## src/rtl/icb_scheduler.sv

```systemverilog
// Frame-level work dispatcher: hands out pixel columns to NUM ICBs and steps sectnum through the frame.
// Optional launch-pause support is enabled by defining ICB_SCHED_PAUSE_EN.
module icb_scheduler #(
    parameter int NUM      = 30,
    parameter int WIDTH    = 640,
    parameter int SECTIONS = 16
) (
    input  logic              clk,
    input  logic              n_rst,
    input  logic              frame_start,
    input  logic [NUM-1:0]    shake,
`ifdef ICB_SCHED_PAUSE_EN
    input  logic              pause,
`endif
    output logic [NUM-1:0]    start,
    output logic [NUM*10-1:0] bitNum,
    output logic [3:0]        sectnum,
    output logic              busy,
    output logic              frame_done
);

    typedef enum logic [1:0] {
        IDLE,
        RUN,
        ADVANCE
    } state_t;

    localparam logic [9:0] LAST_COL  = 10'(WIDTH - 1);
    localparam logic [3:0] LAST_SECT = 4'(SECTIONS - 1);

    state_t         state_q, state_d;
    logic [9:0]     col_q [NUM];
    logic [9:0]     col_d [NUM];
    logic [NUM-1:0] fin_q, fin_d;
    logic [3:0]     sect_q, sect_d;
    logic           busy_q, busy_d;
    logic           done_q, done_d;
    logic [NUM-1:0] start_q, start_d;
    logic [NUM-1:0] launch;
`ifdef ICB_SCHED_PAUSE_EN
    logic [NUM-1:0] pending_q, pending_d;
`endif

    always_comb begin
        state_d = state_q;
        col_d   = col_q;
        fin_d   = fin_q;
        sect_d  = sect_q;
        busy_d  = busy_q;
        done_d  = 1'b0;
        launch  = '0;
        case (state_q)
            IDLE: begin
                if (frame_start) begin
                    state_d = RUN;
                    for (int i = 0; i < NUM; i++) col_d[i] = '0;
                    fin_d  = '0;
                    sect_d = '0;
                    busy_d = 1'b1;
                    launch = '1;
                end
            end
            RUN: begin
                // Each ICB advances independently; the last column only marks it finished.
                for (int i = 0; i < NUM; i++) begin
                    if (shake[i] && !fin_q[i]) begin
                        if (col_q[i] == LAST_COL) begin
                            fin_d[i] = 1'b1;
                        end else begin
                            col_d[i]  = col_q[i] + 10'd1;
                            launch[i] = 1'b1;
                        end
                    end
                end
                if (&fin_q) begin
`ifdef ICB_SCHED_PAUSE_EN
                    if (pending_q == '0) state_d = ADVANCE;
`else
                    state_d = ADVANCE;
`endif
                end
            end
            ADVANCE: begin
                if (sect_q < LAST_SECT) begin
                    state_d = RUN;
                    sect_d  = sect_q + 4'd1;
                    for (int i = 0; i < NUM; i++) col_d[i] = '0;
                    fin_d   = '0;
                    launch  = '1;
                end else begin
                    state_d = IDLE;
                    busy_d  = 1'b0;
                    done_d  = 1'b1;
                end
            end
            default: state_d = IDLE;
        endcase

`ifdef ICB_SCHED_PAUSE_EN
        // Launches raised while paused are parked and released together on the first unpaused cycle.
        if (pause) begin
            start_d   = '0;
            pending_d = pending_q | launch;
        end else begin
            start_d   = pending_q | launch;
            pending_d = '0;
        end
`else
        start_d = launch;
`endif
    end

    always_ff @(posedge clk or negedge n_rst) begin
        if (!n_rst) begin
            state_q <= IDLE;
            for (int i = 0; i < NUM; i++) col_q[i] <= '0;
            fin_q   <= '0;
            sect_q  <= '0;
            busy_q  <= 1'b0;
            done_q  <= 1'b0;
            start_q <= '0;
`ifdef ICB_SCHED_PAUSE_EN
            pending_q <= '0;
`endif
        end else begin
            state_q <= state_d;
            col_q   <= col_d;
            fin_q   <= fin_d;
            sect_q  <= sect_d;
            busy_q  <= busy_d;
            done_q  <= done_d;
            start_q <= start_d;
`ifdef ICB_SCHED_PAUSE_EN
            pending_q <= pending_d;
`endif
        end
    end

    for (genvar g = 0; g < NUM; g++) begin : g_bitnum
        assign bitNum[g*10 +: 10] = col_q[g];
    end

    assign start      = start_q;
    assign sectnum    = sect_q;
    assign busy       = busy_q;
    assign frame_done = done_q;

endmodule
```

## config.mk

```make
export PLATFORM = sky130hd
export DESIGN_NAME = icb_scheduler
export DESIGN_NICKNAME = d
export VERILOG_FILES = /design/src/rtl/icb_scheduler.sv
export SDC_FILE = /design/constraint.sdc
export NUM_CORES = 1
export LEC_CHECK = 0
export ABC_AREA = 1
export CORE_AREA = 2 2 255 257
export CTS_BUF_LIST = sky130_fd_sc_hd__clkbuf_4 sky130_fd_sc_hd__clkbuf_8
export DETAILED_ROUTE_END_ITERATION = 16
export DIE_AREA = 0 0 257 259
export HOLD_SLACK_MARGIN = 0.03
export PLACE_DENSITY = 0.56
export SLEW_MARGIN = 15
export SYNTH_ARGS = -nofsm -noshare
export SYNTH_HDL_FRONTEND = slang
export SYNTH_SLANG_ARGS = --single-unit
```

## constraint.sdc

```tcl
create_clock -name clk -period 2 [get_ports clk]
set_input_delay 0.4 -clock clk [delete_from_list [all_inputs] [get_ports clk]]
set_output_delay 0.4 -clock clk [all_outputs]
set_load 0.02 [all_outputs]
```

### After elaboration in Yosys (flattened, before gate mapping)

Index checks and enable logic that the tools add are counted.

| cells by class | value |
|---|---|
| $add $sub $neg | 31 |
| multiply operators | 0 |
| div/mod/pow operators | 0 |
| order comparisons | 1 |
| equal/unequal tests | 126 |
| shifts and indexed selects | 0 |
| mux-type cells | 201 |
| bitwise logic cells | 0 |
| reductions and logical operators | 127 |

Operators by type and width:

| cell | number |
|---|---|
| $pmux W300 S3 | 1 |
| $mux W10 | 60 |
| $mux W300 | 2 |
| $add A10 B1 Y10 const B | 30 |
| $eq A10 B10 Y1 const B | 30 |
| $reduce_and A5 Y1 | 60 |
| $ne A2 B2 Y1 const B | 94 |
| $pmux W30 S3 | 2 |
| $mux W1 | 125 |
| $mux W30 | 4 |
| $logic_and A1 B1 Y1 | 30 |
| $logic_not A1 Y1 | 30 |
| $reduce_and A30 Y1 | 1 |
| $mux W4 | 2 |
| $pmux W4 S2 | 1 |
| $pmux W2 S3 | 1 |
| $reduce_and A3 Y1 | 2 |
| $add A4 B1 Y4 const B | 1 |
| $lt A4 B4 Y1 const B | 1 |
| $mux W2 | 2 |
| $reduce_bool A3 Y1 | 1 |
| $eq A2 B1 Y1 const B | 1 |
| $eq A2 B2 Y1 const B | 1 |
| $logic_not A2 Y1 | 1 |
| other kinds (3) | 3 |

| storage, ports and cells | value |
|---|---|
| register bits after elaboration | 368 |
| bits in latches | 0 |
| RAM bits | 0 |
| memory bits (read-only) | 0 |
| bits of input ports | 33 |
| output and inout bits | 336 |
| memories | 0 |

### Logic depth before layout (Yosys ltp)

Gate-level depths: netlist of the first run.

| depth | value |
|---|---|
| word-level depth | 4 |
| mapped depth | 10 |
| mapped depth without buffers | 10 |

### Worst setup path before layout of the first run

Ideal clock, no wire load.

| path | value |
|---|---|
| kind | register to register |
| start point | reg sect_q[0] (netlist: sectnum[0]) |
| end point | reg col_q (netlist bit bitNum[235]) |
| setup time | 117 ps |
| data arrival time | 1632 ps |
| slack | 251 ps |
| stages on the path, launching flop included | 11 |
| period minus slack after synthesis | 1749 ps |
| path through | dfrtp_1 > ha_1 > nand2_1 > nor2_1 > nor2_1 > buf_2 > nand3_1 > inv_1 > nand2_2 > nand2_1 > nand2_1 |

| on the way | value |
|---|---|
| longest elaborated chain between the ends | 3 |

Ends and longest elaborated chain:

| element | RTL line | text |
|---|---|---|
| start: declaration | 35 | `logic [3:0] sect_q, sect_d;` |
| start signal: assignment | 129 | `sect_q <= sect_d;` |
| $lt A4 B4 Y1 | 84 | `if (sect_q < LAST_SECT) begin` |
| $ne A2 B2 Y1 (no source line) | - |  |
| $reduce_and A5 Y1 (no source line) | - |  |
| end signal: assignment | 127 | `col_q <= col_d;` |
| end: declaration | 32 | `logic [9:0] col_q [NUM];` |

Every way passes these cells.
A chain may end at the register's enable or synchronous reset.

### Worst setup path in the final report of the first run

| path | value |
|---|---|
| start point | reg start_q[15] (netlist: start[15]) |
| end point | out start[15] |

RTL lines:

| element | RTL line | text |
|---|---|---|
| start: declaration | 38 | `logic [NUM-1:0] start_q, start_d;` |
| start signal: assignment | 132 | `start_q <= start_d;` |
| end: declaration | 15 | `output logic [NUM-1:0] start,` |

No word-level cell between the ends.

==> results of run 1 <==
[power breakdown]
group / internal [µW] / total, µW / switching, µW / leakage (µW)
sequential: 8810 / 10900 / 2090 / 0.00483
clock: 4520 / 7940 / 3420 / 0.000785
combinational: 3620 / 9130 / 5510 / 0.0104
[metal layers]
metal / global-route usage / vias to the layer above
met2: 0.327 / 442
met4: 0.0609 / 2
met1: 0.287 / 9880
met5: 0 / -
met3: 0.0421 / 90
li1: - / 11600
[how the worst max path moves through the flow]
stage,startpoint,end,cells past startpoint
final,start[15],start[15],1
after global routing,bitNum[80],bitNum[87],9
after CTS,bitNum[53],bitNum[53],1
after detailed placement,frame_start,bitNum[215],9
after global placement,frame_start,bitNum[217],9
after floorplan,sectnum[0],bitNum[235],10
[state kept, by name (all words and copies together) (netlist names)]
register,flops
fin_q,30
busy,1
bitNum,300
sectnum,4
state_q,2
start,30
frame_done,1
[logic make-up after synthesis]
group,count (synthesis),share of synthesized area
adder cells (fa/ha/maj),31,0.0175
XOR/XNOR,47,0.0186
AO/OA/AOI/OAI,67,0.0163
buffers and inverters,380,0.0675
AND/OR/NAND/NOR,2485,0.465
flip-flops,368,0.415
[per-stage QoR]
stage | cells | hold slack [ns] | util | instance area, µm²
floorplan | 3378 | 0.104 | - | 22200
global placement | 4678 | 0.274 | 0.436 | 27800
detailed placement | 4678 | 0.273 | 0.436 | 27800
CTS | 4801 | 0.155 | 0.453 | 28900
global route | 4804 | 0.189 | 0.454 | 29000
finish | 4804 | 0.202 | 0.454 | 29000
[cell type report]
class | instances | area share
clock buffer | 114 | 0.0496
clock inverter | 8 | 0.00164
inverter | 330 | 0.0428
multi-input combinational | 2633 | 0.399
sequential | 368 | 0.318
tap | 855 | 0.0369
timing repair buffer | 496 | 0.153
[cell usage in the layout (no fill, tap or decap), drive strengths merged, types with 2 or more instances in the layout]
cell and instances:
clkinvlp 3, nor3b 70, clkdlybuf4s15 11, inv 330, clkinv 5, nand2 1530
clkbuf 116, o21bai 2, clkdlybuf4s50 32, a21o 3, dlygate4sd2 321, o22ai 8
nor3 21, nand3b 17, nand3 320, nor2 491, o21ai 31, dfrtp 368
a21oi 22, xnor2 27, nand4 37, ha 31, xor2 20, buf 128
or2 2
[repair_timing]
action	in CTS	in global routing
gates resized for setup	344	28
gates cloned	0	3
endpoints found under the hold margin	355	0
hold buffers	1	0
endpoints found under the setup margin	334	56
setup buffers	0	0
pin swaps	0	3
==> results.toml, run 1 <==
[grt]
grtUsageTotal = 0.207
grt_pass1_vias = 20600
grt_pass1_wl_mm = 112
grt.overflow.total = 0
antenna_found_initial = 1
grt_max_degree = 84

[synth]
ys_warn_count = 0
synth_cell_type_count = 29
synth.most_common_cell = "nand2_1"
yosys-top-cells-count = "1495 x nand2_1, 477 x nor2_1, 368 x dfrtp_1, 320 x nand3_1, 318 x inv_1"
synth_top_area_share = 0.415
synth_area_leader_cell = "dfrtp_1"
synthTopCellsByArea = "dfrtp_1 42%, nand2_1 25%, nor2_1 8.1%, nand3_1 7.2%, inv_1 5.4%"
postSynthAreaPerCell_um2 = 6.56
synth_area_mm2 = 0.0222
synth-seq-area-share = 0.415
synth_fp_nets = 3442
synth_edf_count = 0
ys.flop_type = "dfrtp_1"
synth-async-reset-ratio = 1.00
syn-instance-count = 3378
synth-seq-cells = 368

[routing]
drt-met1-wl_mm = 33.2
wl_mm = 69.5
wl_met3_mm = 3.68
num_vias = 22000
routedWlPerCell_um = 14.5
drt_iter0_drc = 1275
route.met2.wl_mm = 31.1
drc = 0
first_pass_iters = 7
highest_layer = "met5"
vias_per_cell = 4.57
ant_nets = 0

[worst_setup_path]
slowest_stage = "clkdlybuf4s50_1"
start_kind = "flip-flop"
critPathMaxStageDelay_ns = 0.59
end_kind = "output pin"
r2r-start = "sectnum[0]"
ff2ff_path_depth = 10
crit_arrival_ns = 1.53
crit_type = "reg -> out"
r2r_end = "bitNum[190]"
r2r_slack_ns = 0.15
cp.required_ns = 1.60
path_delay_family = "buffers and inverters"
crit_fanout = 1
timing.critical_path.buf_inv = 1
path_cells = "clkdlybuf4s50_1"

[clocking]
cts_tree = "done"
cts_buffers = 72
clk-insertion-delay-late_ns = 0.65
cts.sinks = 368
clockRootBuffer = "clkbuf_8"
clock_path_buffers = 3
path_clk_slew_ns = 0.06
h-tree-depth = 3

[timing]
setup_slack_ns = 0.0653
relSlewSlack = 0.661
rsz0062_at_grt = "no"
fin_skew_ns = 0.0183
fin_crit_sh = 0.967
period_needed_ns = 1.93
setup_tns_ns = 0
tightest_slew_ns = 0.509
setup_viol = 0
max_freq_ghz = 0.517
hold_violations = 0
maxSlewViolCount = 0

[floorplan]
initial_core_util = 0.347
die_w_um = 257
die_area_mm2 = 0.0666
io_pins = 369
core_area_mm2 = 0.0639
die_h_um = 259
std_cell_rows = 93

[final_layout]
drive_above_1_share = 0.0833
n_fill_cell = 6694
final_nets = 3965
multi_input_area_mm2 = 0.0116
syn_to_final_growth_pct = 30.8
regArea_mm2 = 0.00922
antenna_cells = 0

[power_and_ir_drop]
power_uw = 28000
ir_worst_vdd_mv = 0.567
power_density_mw_per_mm2 = 964
leakagePower_uw = 0.0160

[min_path]
hp-class = "in -> async"

[place]
routabilityCongestion = 0.854
io_buffer_count = 368
dpl_worst_slack_ns = -0.158
dp_hpwl_mm = 50.8

[outcome]
run_status = "completed"

[run]
drv_cap = 0
Power figures use the tool's default switching activity.
==> inputs of run 2 (changes only) <==
--- a/config.mk
+++ b/config.mk
@@ -6,12 +6,12 @@
 export NUM_CORES = 1
 export LEC_CHECK = 0
 export ABC_AREA = 1
-export CORE_AREA = 2 2 255 257
+export CORE_AREA = 2 2 193 214
 export CTS_BUF_LIST = sky130_fd_sc_hd__clkbuf_4 sky130_fd_sc_hd__clkbuf_8
 export DETAILED_ROUTE_END_ITERATION = 16
-export DIE_AREA = 0 0 257 259
+export DIE_AREA = 0 0 195 216
 export HOLD_SLACK_MARGIN = 0.03
-export PLACE_DENSITY = 0.56
+export PLACE_DENSITY = 0.83
 export SLEW_MARGIN = 15
 export SYNTH_ARGS = -nofsm -noshare
 export SYNTH_HDL_FRONTEND = slang
==> results.toml, run 2 (synthesis results as in run 1) <==
[floorplan]
core_area_mm2 = 0.0399
die_area_mm2 = 0.0421
die_h_um = 216
io_pins = 369
std_cell_rows = 77
initial_core_util = 0.556
die_w_um = 195

[place]
place_inst = 4300
dpl_worst_slack_ns = -0.0889
dp_hpwl_mm = 45.2
placed_area_mm2 = 0.0271
routabilityCongestion = 0.924
io_buffer_count = 368

[min_path]
hp-class = "in -> async"

[power_and_ir_drop]
power_density_mw_per_mm2 = 945
intPower_uw = 15800
power.switching_uw = 10500
combPwrFrac = 0.331
clock_power_share = 0.250
p_sw_frac = 0.400
ir_worst_vdd_mv = 0.726
power_frac_seq = 0.419
leakagePower_uw = 0.0156

[timing]
period_needed_ns = 1.95
max_freq_ghz = 0.513
relSlewSlack = 0.678
hold_violations = 0
tightest_slew_ns = 0.480
setup_tns_ns = 0
fin_crit_sh = 0.975
maxSlewViolCount = 0
fin_skew_ns = 0.0236
setup_viol = 0
hold_ws_ns = 0.266
setup_slack_ns = 0.0494

[final_layout]
final_cell_mix = "1494 x nand2_1, 474 x nor2_1, 362 x dfrtp_1, 323 x dlygate4sd2_1, 319 x nand3_1"
syn_to_final_growth_pct = 25.6
final_nets = 3917
largest_reg_flops = 300
final_common_cell = "nand2_1"
final_cell_count_no_fill = 4403
drive_above_1_share = 0.0694
n_fill_cell = 3457
final_cell_area_mm2 = 0.0278

[worst_setup_path]
crit_type = "reg -> out"
critPathMaxStageDelay_ns = 0.51
r2r-start = "sectnum[0]"
path_cells = "dlygate4sd2_1"
crit_fanout = 8
start_kind = "flip-flop"
end_kind = "output pin"
cp.required_ns = 1.60
path_delay_family = "flip-flops"
slowest_stage = "dfrtp_1"
worstSetupStartpoint = "bitNum[214]"
timing.critical_path.buf_inv = 1
crit_arrival_ns = 1.55

[grt]
grt.overflow.total = 0
grt_pass1_vias = 20700
grt_pass1_wl_mm = 103
grtUsageTotal = 0.297
grt_max_degree = 64
antenna_found_initial = 2

[routing]
wl_mm = 62.4
num_vias = 22600
routedWlPerCell_um = 14.2
drt_iter0_drc = 1465
first_pass_iters = 6
drc = 0
ant_nets = 0
vias_per_cell = 5.14

[clocking]
clockRootBuffer = "clkbuf_8"
cts_tree = "done"
cts.sinks = 368
clock_path_buffers = 3
cts_buffers = 61
path_clk_slew_ns = 0.07
h-tree-depth = 2
clk-insertion-delay-late_ns = 0.66

[run]
drv_cap = 0

[outcome]
run_status = "completed"
## run 2: cell types whose count changed in the layout (fill, tap and decap cells not counted), sizes merged, moves of 2 or more
cell	previous run	this run
buf	128	94
clkbuf	116	102
clkdlybuf4s15	11	7
clkinvlp	3	0
nand2	1530	1527
dlygate4sd2	321	323
## run 2: final timing paths
path | end | slack [ns] | cells past startpoint
worst max register to register | bitNum[152] | 0.15 | 10
worst min register to register | bitNum[79] | 0.50 | 2
worst min-delay path | bitNum[120] | 0.27 | 2
worst max-delay path | bitNum[214] | 0.05 | 1
min in group clk | bitNum[139] | 0.44 | 5
max in group asynchronous | bitNum[105] | 1.01 | 3
## run 2: final cells by class
type	instances	area, µm²	area share
Antenna cell	1	2.50	0.0000899
Clock buffer	96	1150	0.0414
Clock inverter	3	15.0	0.000539
Inverter	330	1240	0.0445
Multi-Input combinational cell	2630	11500	0.413
Sequential cell	368	9220	0.331
Tap cell	513	642	0.0231
Timing Repair Buffer	462	4080	0.146
## run 2: through the flow
stage,utilization,power (µW)
floorplan,-,16100
global placement,0.678,20600
detailed placement,0.678,20700
CTS,0.698,26400
global route,0.698,28100
finish,0.698,26300
## run 2: power by group through the flow
stage          clock [µW]  combinational [µW]  sequential, µW
6_report             6570                8710           11000
5_1_grt              7060                9740           11300
4_1_cts              6720                8740           11000
3_5_place_dp            0                9630           11100
3_3_place_gp            0                9430           11100
2_1_floorplan           0                3810           12300
## run 2: metal layers
metal  vias to the layer above  share of wire  GRT usage
li1                      11500              -          -
met4                         2          0.038      0.118
met3                       151          0.070     0.0636
met5                         -        0.00021          0
met1                     10300           0.42      0.383
met2                       685           0.47      0.488
## run 2: timing repair
| action | 4_1_cts | 5_1_grt |
|---|---|---|
| endpoints found under the hold margin | 76 | 0 |
| setup endpoints to repair | 336 | 86 |
| setup buffers | 0 | 2 |
| hold buffers | 1 | 0 |
| pin swaps | 0 | 1 |
| resized for setup | 340 | 25 |
